File: config.mk
export PLATFORM = sky130hd
export DESIGN_NAME = prbs_rr_arbiter
export DESIGN_NICKNAME = d
export VERILOG_FILES = /design/src/rtl/prbs_rr_arbiter.sv
export SDC_FILE = /design/constraint.sdc
export NUM_CORES = 1
export LEC_CHECK = 0
export CAP_MARGIN = 30
export CORE_MARGIN = 1.5
export CORE_UTILIZATION = 40
export CTS_BUF_LIST = sky130_fd_sc_hd__clkbuf_4 sky130_fd_sc_hd__clkbuf_8
export DETAILED_ROUTE_END_ITERATION = 8
export PLACE_DENSITY = 0.62
export SETUP_SLACK_MARGIN = 0.02
export SYNTH_ARGS = -nofsm -noshare
export SYNTH_HDL_FRONTEND = slang
export SYNTH_SLANG_ARGS = --single-unit
File: constraint.sdc
create_clock -name clk -period 4.3 [get_ports clk]
set_clock_uncertainty 0.05 [all_clocks]
set_input_delay 0.86 -clock clk [delete_from_list [all_inputs] [get_ports clk]]
set_output_delay 0.86 -clock clk [all_outputs]
set_load 0.1 [all_outputs]
File: src/rtl/prbs_rr_arbiter.sv
// prbs_rr_arbiter: shares one PRBS generator round-robin across requesters, after a post-reset warm-up
// Ports: clk; rstn (sync, active-low); enable, req[NUM_REQ] in; gnt (one-hot pulse), rnd_out,
//        rnd_valid, ready, grant_cnt out; prbs_advance out / prbs_do in connect to the prbs block.
module prbs_rr_arbiter #(
    parameter int NUM_REQ = 4,
    parameter int WIDTH   = 31,
    parameter int WARMUP  = 32
) (
    input  logic               clk,
    input  logic               rstn,
    input  logic               enable,
    input  logic [NUM_REQ-1:0] req,
    output logic [NUM_REQ-1:0] gnt,
    output logic [WIDTH-1:0]   rnd_out,
    output logic               rnd_valid,
    output logic               ready,
    output logic [31:0]        grant_cnt,
    output logic               prbs_advance,
    input  logic [WIDTH-1:0]   prbs_do
);
    localparam int PW = NUM_REQ > 1 ? $clog2(NUM_REQ) : 1;

    typedef enum logic {WARM, SERVE} state_t;

    state_t             state_q, state_d;
    logic [31:0]        warm_q, warm_d;
    logic [PW-1:0]      last_q, last_d;
    logic [NUM_REQ-1:0] gnt_q, gnt_d;
    logic [WIDTH-1:0]   rnd_q, rnd_d;
    logic               valid_q, valid_d;
    logic               ready_q, ready_d;
    logic [31:0]        cnt_q, cnt_d;
    logic [NUM_REQ-1:0] eligible;
    logic [PW-1:0]      win, idx;
    logic               found, grant;
    int                 j;

    always_comb begin
        // last cycle's winner is masked so a held request is not served twice in a row
        eligible = req & ~gnt_q;
        found = 1'b0;
        win = last_q;
        j = 0;
        idx = '0;
        // scan downward so the nearest eligible requester after last_q is the final assignment
        for (int i = NUM_REQ; i >= 1; i--) begin
            j = int'(last_q) + i;
            if (j >= NUM_REQ) j = j - NUM_REQ;
            idx = PW'(j);
            if (eligible[idx]) begin
                found = 1'b1;
                win = idx;
            end
        end
        grant = rstn & (state_q == SERVE) & enable & found;
        prbs_advance = rstn & ((state_q == WARM) | grant);
        state_d = state_q;
        warm_d = warm_q;
        if (state_q == WARM) begin
            warm_d = warm_q + 32'd1;
            if (warm_q == 32'(WARMUP - 1)) state_d = SERVE;
        end
        ready_d = (state_d == SERVE);
        gnt_d = grant ? {{(NUM_REQ-1){1'b0}}, 1'b1} << win : '0;
        rnd_d = grant ? prbs_do : rnd_q;
        valid_d = grant;
        last_d = grant ? win : last_q;
        cnt_d = cnt_q + {31'd0, grant};
    end

    always_ff @(posedge clk) begin
        if (!rstn) begin
            state_q <= (WARMUP == 0) ? SERVE : WARM;
            warm_q  <= '0;
            last_q  <= PW'(NUM_REQ - 1);
            gnt_q   <= '0;
            rnd_q   <= '0;
            valid_q <= 1'b0;
            ready_q <= 1'b0;
            cnt_q   <= '0;
        end else begin
            state_q <= state_d;
            warm_q  <= warm_d;
            last_q  <= last_d;
            gnt_q   <= gnt_d;
            rnd_q   <= rnd_d;
            valid_q <= valid_d;
            ready_q <= ready_d;
            cnt_q   <= cnt_d;
        end
    end

    assign gnt       = gnt_q;
    assign rnd_out   = rnd_q;
    assign rnd_valid = valid_q;
    assign ready     = ready_q;
    assign grant_cnt = cnt_q;
endmodule

==> flow_summary.ini, run 1 <==
[outcome]
result_of_the_run = completed

[placed_design]
dpl.cell_count = 751
detailedPlacementHpwl_um = 7230
routabilityCongestion = 0.763
pre_cts_ws_ns = 0.499
placed_cell_areas_sq_um = 5790
port_buffers = 107

[worst_setup_path]
timing_worst_setup_path_type = in2out
worstRegToRegCells = 8
reg2reg_to = grant_cnt[31]
crit_chain = clkdlybuf4s50_1 -> nand2b_1 -> nand4_1 -> nand3_2 -> buf_4 -> o21ai_0 -> buf_12
rr_startpoint = ready
critPathMaxFanout = 35
reg2reg_setup_slack_ns = 1.33
critical-path-slowest-cell = buf_4
critical-path-max-stage-delay_ns = 0.47
setup.worst_path.start_class = input pin
arrival_ns = 2.71
crit_required_ns = 3.39
timing.critical_path.to_type = output pin

[clocking]
clk_pin_slew_ns = 0.10
post-cts-setup-buffer-count = 0
ctsHtreeMaxLevel = 3
max-clock-path-buffers = 2
cts_root_buffer = clkbuf_8
numClockSinks = 103
cts_made_buffers = 9
insertion_delay_ns = 0.37
cts_hold_buf = 0
cts_resized = 0
clock_tree_from_tritoncts = built

[floorplanning]
ioPinCount = 108
core_area_sq_um = 11400
floorplan.initialDensity = 0.407
fp.dieArea_sq_um = 12200
floorplan.die.height_um = 111
row_count = 39
die-width_um = 111

[drt]
postRouteAntennaNets = 0
totalWireLength_um = 10500
post_drt_wl_per_cell_um = 13.7
drt_iter0_drcs = 258
viasPerCell = 5.22
drc_errors = 0
vias = 4000
drt_first_pass_iters = 4

[global_route]
first_global_vias = 3981
globalRouteTotalUtil = 0.180
grt_first_pass_wirelength_um = 18500
overflow = 0
maximum_number_of_pins_on_one_net_before_global_route_repair = 56
grt_antenna_before_repair = 0

[synth]
synth.distinct_cells = 41
count_leader_synth = dfxtp_1
post-synth-top-area-fraction = 0.445
ff_latch_count_synth = 103
post_synth_instance_area_sq_um = 4630
post-synth-top-area-cell = dfxtp_1
synth-main-ff-cell = dfxtp_1
mappedNetlistNets = 569
synth.yosys.seq_area_share = 0.445
synth_warnings = 0
post_synth_inst_count = 528
netlist_top_cells_area = dfxtp_1, mux2i_1, nand2_1
ys_top_cells_by_count = dfxtp_1, nand2_1, inv_1
post_synth.cell_area_avg_sq_um = 8.77
async_flop_share = 0
count_of_flip_flops_with_a_built_in_enable_after_synthesis = 0

[sta]
hold_viol = 0
totalNegativeSetupSlack_ns = 0
number_of_failing_setup_endpoints_in_the_final_timing_report = 0
worst_slew_pin_slew_ns = 1.01
grt_setup_unrepaired = no
final.setup.worst_slack_ns = 0.680
final_max_slew_viol_count = 0
max-slew-margin-rel = 0.325
clock.fmax_mhz = 276
post_route_worst_hold_slack_ns = 0.411
period_needed_ns = 3.62
final_min_period_over_clock_period = 0.842

[power_and_ir_drop]
power.ir.vdd_worst_v = 0.000172
power.density_nw_per_um2 = 281
leakagePower_nw = 2.37

[layout]
finalInstanceArea_sq_um = 6000
antenna-diode-count = 0
final_layout_size_suffix_gt1_frac = 0.0497
flow.area_growth_from_synthesis_pct = 29.6
final_net_count = 660
finalNonFillerCells = 767

[min_path]
hp-start = rnd_out[29]
holdCritPathClass = reg2reg
whs_endpoint = rnd_out[29]
min_delay_path_depth = 2

[flow_run]
max_cap_violations = 0
## final cells by class
cell class / count / area (sq um)
sequential: 103 / 2060
timing repair buffer: 111 / 1110
inverter: 45 / 169
fill: 1106 / 5370
tap: 143 / 179
clock buffer: 9 / 124
clock inverter: 7 / 92.6
multi-input combinational: 349 / 2270
## sequential cells by signal, indices dropped and copies added (netlist names)
register and count:
ready 1, rnd_out 31, grant_cnt 32, last_q 2
rnd_valid 1, gnt 4, warm_q 32
## power by group
group / total (mW) / switching [mW] / internal (mW)
combinational: 0.0790 / 0.0373 / 0.0417
sequential: 0.958 / 0.00247 / 0.956
clock: 0.652 / 0.368 / 0.283
total: 1.69 / 0.408 / 1.28
## through the flow
step                      power, mW  utilization
after global placement         1.06        0.509
after CTS                      1.71        0.528
after detailed placement       1.06        0.509
after global routing           1.77        0.528
after floorplan                1.02            -
final                          1.69        0.528
## how the worst max path moves through the flow
| stage | start | endpoint | slack [ns] | cells after the start |
|---|---|---|---|---|
| floorplan | rstn | prbs_advance | 0.20 | 3 |
| global placement | req[1] | grant_cnt[31] | 0.67 | 10 |
| detailed placement | req[3] | grant_cnt[31] | 0.50 | 10 |
| CTS | req[3] | prbs_advance | 0.65 | 7 |
| global route | req[1] | prbs_advance | 0.49 | 7 |
| finish | req[3] | prbs_advance | 0.68 | 7 |
## metal layers
metal / GRT usage / vias to the layer above / routed length (um)
met5: 0 / - / 0
met4: 0.0521 / 0 / 81
met3: 0.0615 / 7 / 648
met2: 0.307 / 87 / 4980
met1: 0.216 / 1851 / 4820
li1: - / 2055 / -
## critical path: cells and delay by family
family / cells / cell delay (ns)
and+or+nand+nor: 3 / 0.46
AOI/OAI and AO/OA: 1 / 0.27
buffers and inverters: 3 / 1.11
## cells by family after synthesis
kind of cell    Yosys count  share of synthesized area
simple gates            202                      0.244
flops                   103                      0.445
compound gates           84                      0.113
buf+inv                  76                     0.0654
mux                      39                     0.0845
xor+xnor                 21                     0.0397
fa+ha+maj                 3                    0.00810
## placed cells by master (no fill, tap or decap), types with 16 or more instances in the layout
| cell type | Yosys | layout |
|---|---|---|
| a21oi_1 | 32 | 32 |
| nand4_1 | 17 | 17 |
| nand2_1 | 51 | 51 |
| or3_1 | 16 | 16 |
| clkdlybuf4s50_1 | 0 | 105 |
| or4_1 | 17 | 17 |
| o31ai_1 | 16 | 16 |
| nand3_1 | 20 | 19 |
| dfxtp_1 | 103 | 103 |
| inv_1 | 45 | 45 |
| nor2_1 | 24 | 24 |
| o21ai_0 | 16 | 16 |
| mux2i_1 | 38 | 38 |
Power figures use the tool's default switching activity.
==> inputs of run 2 (changes only) <==
- PLACE_DENSITY: 0.62 -> 0.65
- clock period: 4.3 -> 3 ns (I/O delays scaled with it)
==> flow_summary.ini, run 2 (synthesis results as in run 1) <==
[worst_setup_path]
critPathBufInv = 3
critical-path-slowest-cell = or4_1
reg2reg_setup_slack_ns = 0.70
worstRegToRegCells = 10
timing_worst_setup_path_type = in2reg
rr_startpoint = gnt[0]
reg2reg_to = grant_cnt[24]
setup.worst_path.start_class = input pin
cp_top_family = simple AND/OR/NAND/NOR gates
critPathMaxFanout = 18
crit_required_ns = 3.25
crit_chain = clkdlybuf4s50_1 -> nand2b_1 -> nand4_1 -> nand3_2 -> inv_1 -> ha_1 -> ha_1 -> nand4_1 -> buf_4 -> or4_1 -> a21oi_1
arrival_ns = 2.84
critical-path-max-stage-delay_ns = 0.50
timing.critical_path.to_type = register

[placed_design]
dpl.cell_count = 758
pre_cts_ws_ns = -0.000587
routabilityCongestion = 0.810
port_buffers = 107
detailedPlacementHpwl_um = 7210

[flow_run]
max_cap_violations = 0

[drt]
totalWireLength_um = 10400
post_drt_wl_per_cell_um = 13.5
drt_iter0_drcs = 284
postRouteAntennaNets = 0
drc_errors = 0
viasPerCell = 5.30
drt_first_pass_iters = 4
vias = 4103

[clocking]
ctsHtreeMaxLevel = 3
clock_tree_from_tritoncts = built
max-clock-path-buffers = 2
cts_made_buffers = 9
clk_pin_slew_ns = 0.11
cts_root_buffer = clkbuf_8
post-cts-setup-buffer-count = 0
numClockSinks = 103
cts_hold_buf = 0
cts_resized = 0
insertion_delay_ns = 0.37

[layout]
antenna-diode-count = 0
final_net_count = 667
nFillCells = 1099
flow.area_growth_from_synthesis_pct = 26.4
layout.cells.most_common_list = dfxtp_1, buf_4, nand2_1
multiInputGateArea_sq_um = 2280
final_layout_size_suffix_gt1_frac = 0.179
mostFrequentLayoutCell = dfxtp_1
finalNonFillerCells = 774
sequential_cell_area_sq_um = 2070

[floorplanning]
floorplan.die.height_um = 111
ioPinCount = 108
floorplan.initialDensity = 0.407
die-width_um = 111
fp.dieArea_sq_um = 12200
core_area_sq_um = 11400
row_count = 39

[sta]
worst_slew_pin_slew_ns = 0.601
hold_viol = 0
grt_setup_unrepaired = no
period_needed_ns = 2.59
final_min_period_over_clock_period = 0.863
totalNegativeSetupSlack_ns = 0
final.setup.worst_slack_ns = 0.410
max-slew-margin-rel = 0.600
clock.fmax_mhz = 386
number_of_failing_setup_endpoints_in_the_final_timing_report = 0
final_max_slew_viol_count = 0
post_route_worst_hold_slack_ns = 0.413

[global_route]
first_global_vias = 3896
globalRouteTotalUtil = 0.173
grt_antenna_before_repair = 0
overflow = 0
maximum_number_of_pins_on_one_net_before_global_route_repair = 56
grt_first_pass_wirelength_um = 18000

[power_and_ir_drop]
leakagePower_nw = 2.54
power.density_nw_per_um2 = 395
power.ir.vdd_worst_v = 0.000199
fin_total_pwr_mw = 2.31

[min_path]
holdCritPathClass = reg2reg
whs_endpoint = rnd_out[11]
hp-start = rnd_out[11]
min_delay_path_depth = 2

[outcome]
result_of_the_run = completed
[run 2: cell types whose count changed in the layout (fill, tap and decap cells not counted)]
cell / previous run / this run
clkinv_2: 0 / 2
clkinv_4: 3 / 0
o21ai_2: 0 / 1
dfxtp_1: 103 / 98
clkdlybuf4s50_1: 105 / 36
clkinvlp_4: 0 / 1
o21ai_0: 16 / 15
bufinv_16: 1 / 0
dfxtp_2: 0 / 5
clkinv_8: 1 / 0
inv_6: 1 / 4
buf_4: 4 / 80
inv_8: 1 / 0
[run 2: worst max-delay path by stage]
stage | start | to | slack (ns) | cells past startpoint
2_1_floorplan | ready | grant_cnt[28] | 0.15 | 11
3_3_place_gp | req[2] | grant_cnt[24] | 0.11 | 11
3_5_place_dp | req[2] | grant_cnt[24] | -0.0006 | 11
4_1_cts | req[2] | grant_cnt[24] | 0.39 | 11
5_1_grt | req[0] | grant_cnt[24] | 0.24 | 11
6_report | req[2] | grant_cnt[24] | 0.41 | 11
[run 2: worst min-delay path: cells and delay by family, from the launching register on]
kind / cells / cell delay, ns
flops: 1 / 0.32
mux: 1 / 0.05
simple gates: 1 / 0.05
[run 2: where the power goes]
group	internal [mW]	switching (mW)	leakage [nW]
combinational	0.0616	0.0527	1.61
sequential	1.37	0.00344	0.832
clock	0.312	0.512	0.0908
total	1.74	0.568	2.54
[run 2: area by class of cell]
type                       instances  share of cell area
inverter                          45              0.0289
multi-input combinational        349               0.389
clock inverter                     7             0.00898
tap                              143              0.0306
timing repair buffer             118               0.168
clock buffer                       9              0.0212
sequential                       103               0.353
[run 2: metal layers]
metal	wire (um)	GRT usage	share of wire
met5	0	0	0
met4	68	0.0410	0.0065
met3	623	0.0565	0.060
met2	4930	0.294	0.47
met1	4800	0.213	0.46
[run 2: stage by stage]
step | instance area (sq um) | util
after floorplan | 4640 | -
after global placement | 5680 | 0.499
after detailed placement | 5680 | 0.499
after CTS | 5850 | 0.515
after global routing | 5850 | 0.515
final | 5850 | 0.515
==> inputs of run 3 (changes only) <==
==> constraint.sdc (replaced) <==
create_clock -name clk -period 3 [get_ports clk]
set_clock_uncertainty 0.05 [all_clocks]
set_input_delay 0.9 -clock clk [delete_from_list [all_inputs] [get_ports clk]]
set_output_delay 0.9 -clock clk [all_outputs]
set_load 0.1 [all_outputs]
==> flow_summary.ini, run 3 (synthesis results as in run 1) <==
[placed_design]
placed_cell_areas_sq_um = 5760
port_buffers = 107
routabilityCongestion = 0.804
detailedPlacementHpwl_um = 7550

[worst_setup_path]
setup.worst_path.start_class = input pin
critical-path-max-stage-delay_ns = 0.45
reg2reg_to = last_q[0]
reg2reg_setup_slack_ns = 0.51
arrival_ns = 2.01
critPathMaxFanout = 2
critical-path-slowest-cell = clkdlybuf4s50_1
critPathBufInv = 3
rr_startpoint = gnt[0]
cp_top_family = buffers and inverters
crit_chain = clkdlybuf4s50_1 -> and2_1 -> nand3_2 -> buf_6 -> o21ai_4 -> buf_12
crit_required_ns = 2.05
worstRegToRegCells = 15
timing_worst_setup_path_type = in2out
timing.critical_path.to_type = output pin

[drt]
totalWireLength_um = 11300
viasPerCell = 5.28
postRouteAntennaNets = 0
drt_first_pass_iters = 4
drc_errors = 0
post_drt_wl_per_cell_um = 14.0
vias = 4287
drt_iter0_drcs = 260

[min_path]
whs_endpoint = rnd_out[27]
holdCritPathClass = reg2reg
hp-start = rnd_out[27]
min_delay_path_depth = 2

[sta]
period_needed_ns = 2.96
hold_viol = 0
grt_setup_unrepaired = no
final_max_slew_viol_count = 0
worst_slew_pin_slew_ns = 0.604
max-slew-margin-rel = 0.597
number_of_failing_setup_endpoints_in_the_final_timing_report = 0
post_route_worst_hold_slack_ns = 0.420
clock.fmax_mhz = 338
final_min_period_over_clock_period = 0.988

[power_and_ir_drop]
power.ir.vdd_worst_v = 0.000286
power.density_nw_per_um2 = 383
leakagePower_nw = 2.72
fin_total_pwr_mw = 2.36

[floorplanning]
core_area_sq_um = 11400
row_count = 39
floorplan.die.height_um = 111
fp.dieArea_sq_um = 12200
die-width_um = 111
ioPinCount = 108
floorplan.initialDensity = 0.407

[layout]
final_core_util = 0.543
mostFrequentLayoutCell = buf_4
nFillCells = 1038
finalInstanceArea_sq_um = 6170
layout.cells.most_common_list = buf_4, dfxtp_1, nand2_1
final_net_count = 705
final_layout_size_suffix_gt1_frac = 0.227
flow.area_growth_from_synthesis_pct = 33.2
antenna-diode-count = 0

[flow_run]
max_cap_violations = 0

[outcome]
result_of_the_run = completed

[clocking]
ctsHtreeMaxLevel = 3
clk_pin_slew_ns = 0.10
cts_hold_buf = 0
clock_tree_from_tritoncts = built
insertion_delay_ns = 0.37
cts_made_buffers = 9
numClockSinks = 103
max-clock-path-buffers = 2
cts_root_buffer = clkbuf_8

[global_route]
grt_first_pass_wirelength_um = 19000
grt_antenna_before_repair = 0
overflow = 0
maximum_number_of_pins_on_one_net_before_global_route_repair = 56
globalRouteTotalUtil = 0.185
first_global_vias = 4119
## run 3: worst max-delay path by stage
stage            from            end  slack (ns)  depth (start not counted)
6_report       enable   prbs_advance        0.04                          6
5_1_grt        enable  grant_cnt[30]        0.03                         11
4_1_cts        enable   prbs_advance        0.08                          6
3_5_place_dp   req[2]  grant_cnt[24]       -0.24                         11
3_3_place_gp   req[2]  grant_cnt[24]       -0.14                         11
2_1_floorplan  req[1]  grant_cnt[28]        0.04                         11
## run 3: final cells by class
| cell class | count | area (sq um) | area share |
|---|---|---|---|
| Clock inverter | 5 | 38.8 | 0.00629 |
| Sequential cell | 103 | 2070 | 0.335 |
| Timing Repair Buffer | 156 | 1270 | 0.206 |
| Inverter | 45 | 169 | 0.0274 |
| Clock buffer | 11 | 151 | 0.0245 |
| Multi-Input combinational cell | 349 | 2290 | 0.371 |
| Tap cell | 143 | 179 | 0.0290 |
## run 3: per-layer routing
metal  wire (um)  GRT usage  up-vias
met5           0          0        -
met4         216     0.0761        0
met3         643     0.0439       16
met2        5460      0.313      108
met1        5020      0.225     2018
li1            -          -     2145
## run 3: power by group
part / total [mW] / internal, mW / switching (mW)
clock: 0.847 / 0.354 / 0.493
combinational: 0.141 / 0.0790 / 0.0616
sequential: 1.37 / 1.37 / 0.00357
total: 2.36 / 1.80 / 0.558
## run 3: worst reg2reg max path, delay by kind of cell (launching register included)
| family | cells | cell delay (ns) |
|---|---|---|
| AO/OA/AOI/OAI | 2 | 0.27 |
| flip-flops | 1 | 0.36 |
| AND/OR/NAND/NOR | 2 | 0.28 |
| buffers and inverters | 11 | 1.39 |
## run 3: per-stage QoR
step	setup TNS, ns	setup slack (ns)	instances
finish	0	0.0374	812
global route	0	0.0254	812
CTS	0	0.0759	812
detailed placement	-2.51	-0.243	768
global placement	-1.54	-0.140	768
floorplan	0	0.0395	528
## run 3: timing repair
| item | 4_1_cts | 5_1_grt |
|---|---|---|
| pin swaps | 2 | 0 |
| setup endpoints to repair | 1 | 5 |
| gates cloned | 0 | 0 |
| gates resized for setup | 5 | 2 |
| setup buffers | 28 | 0 |
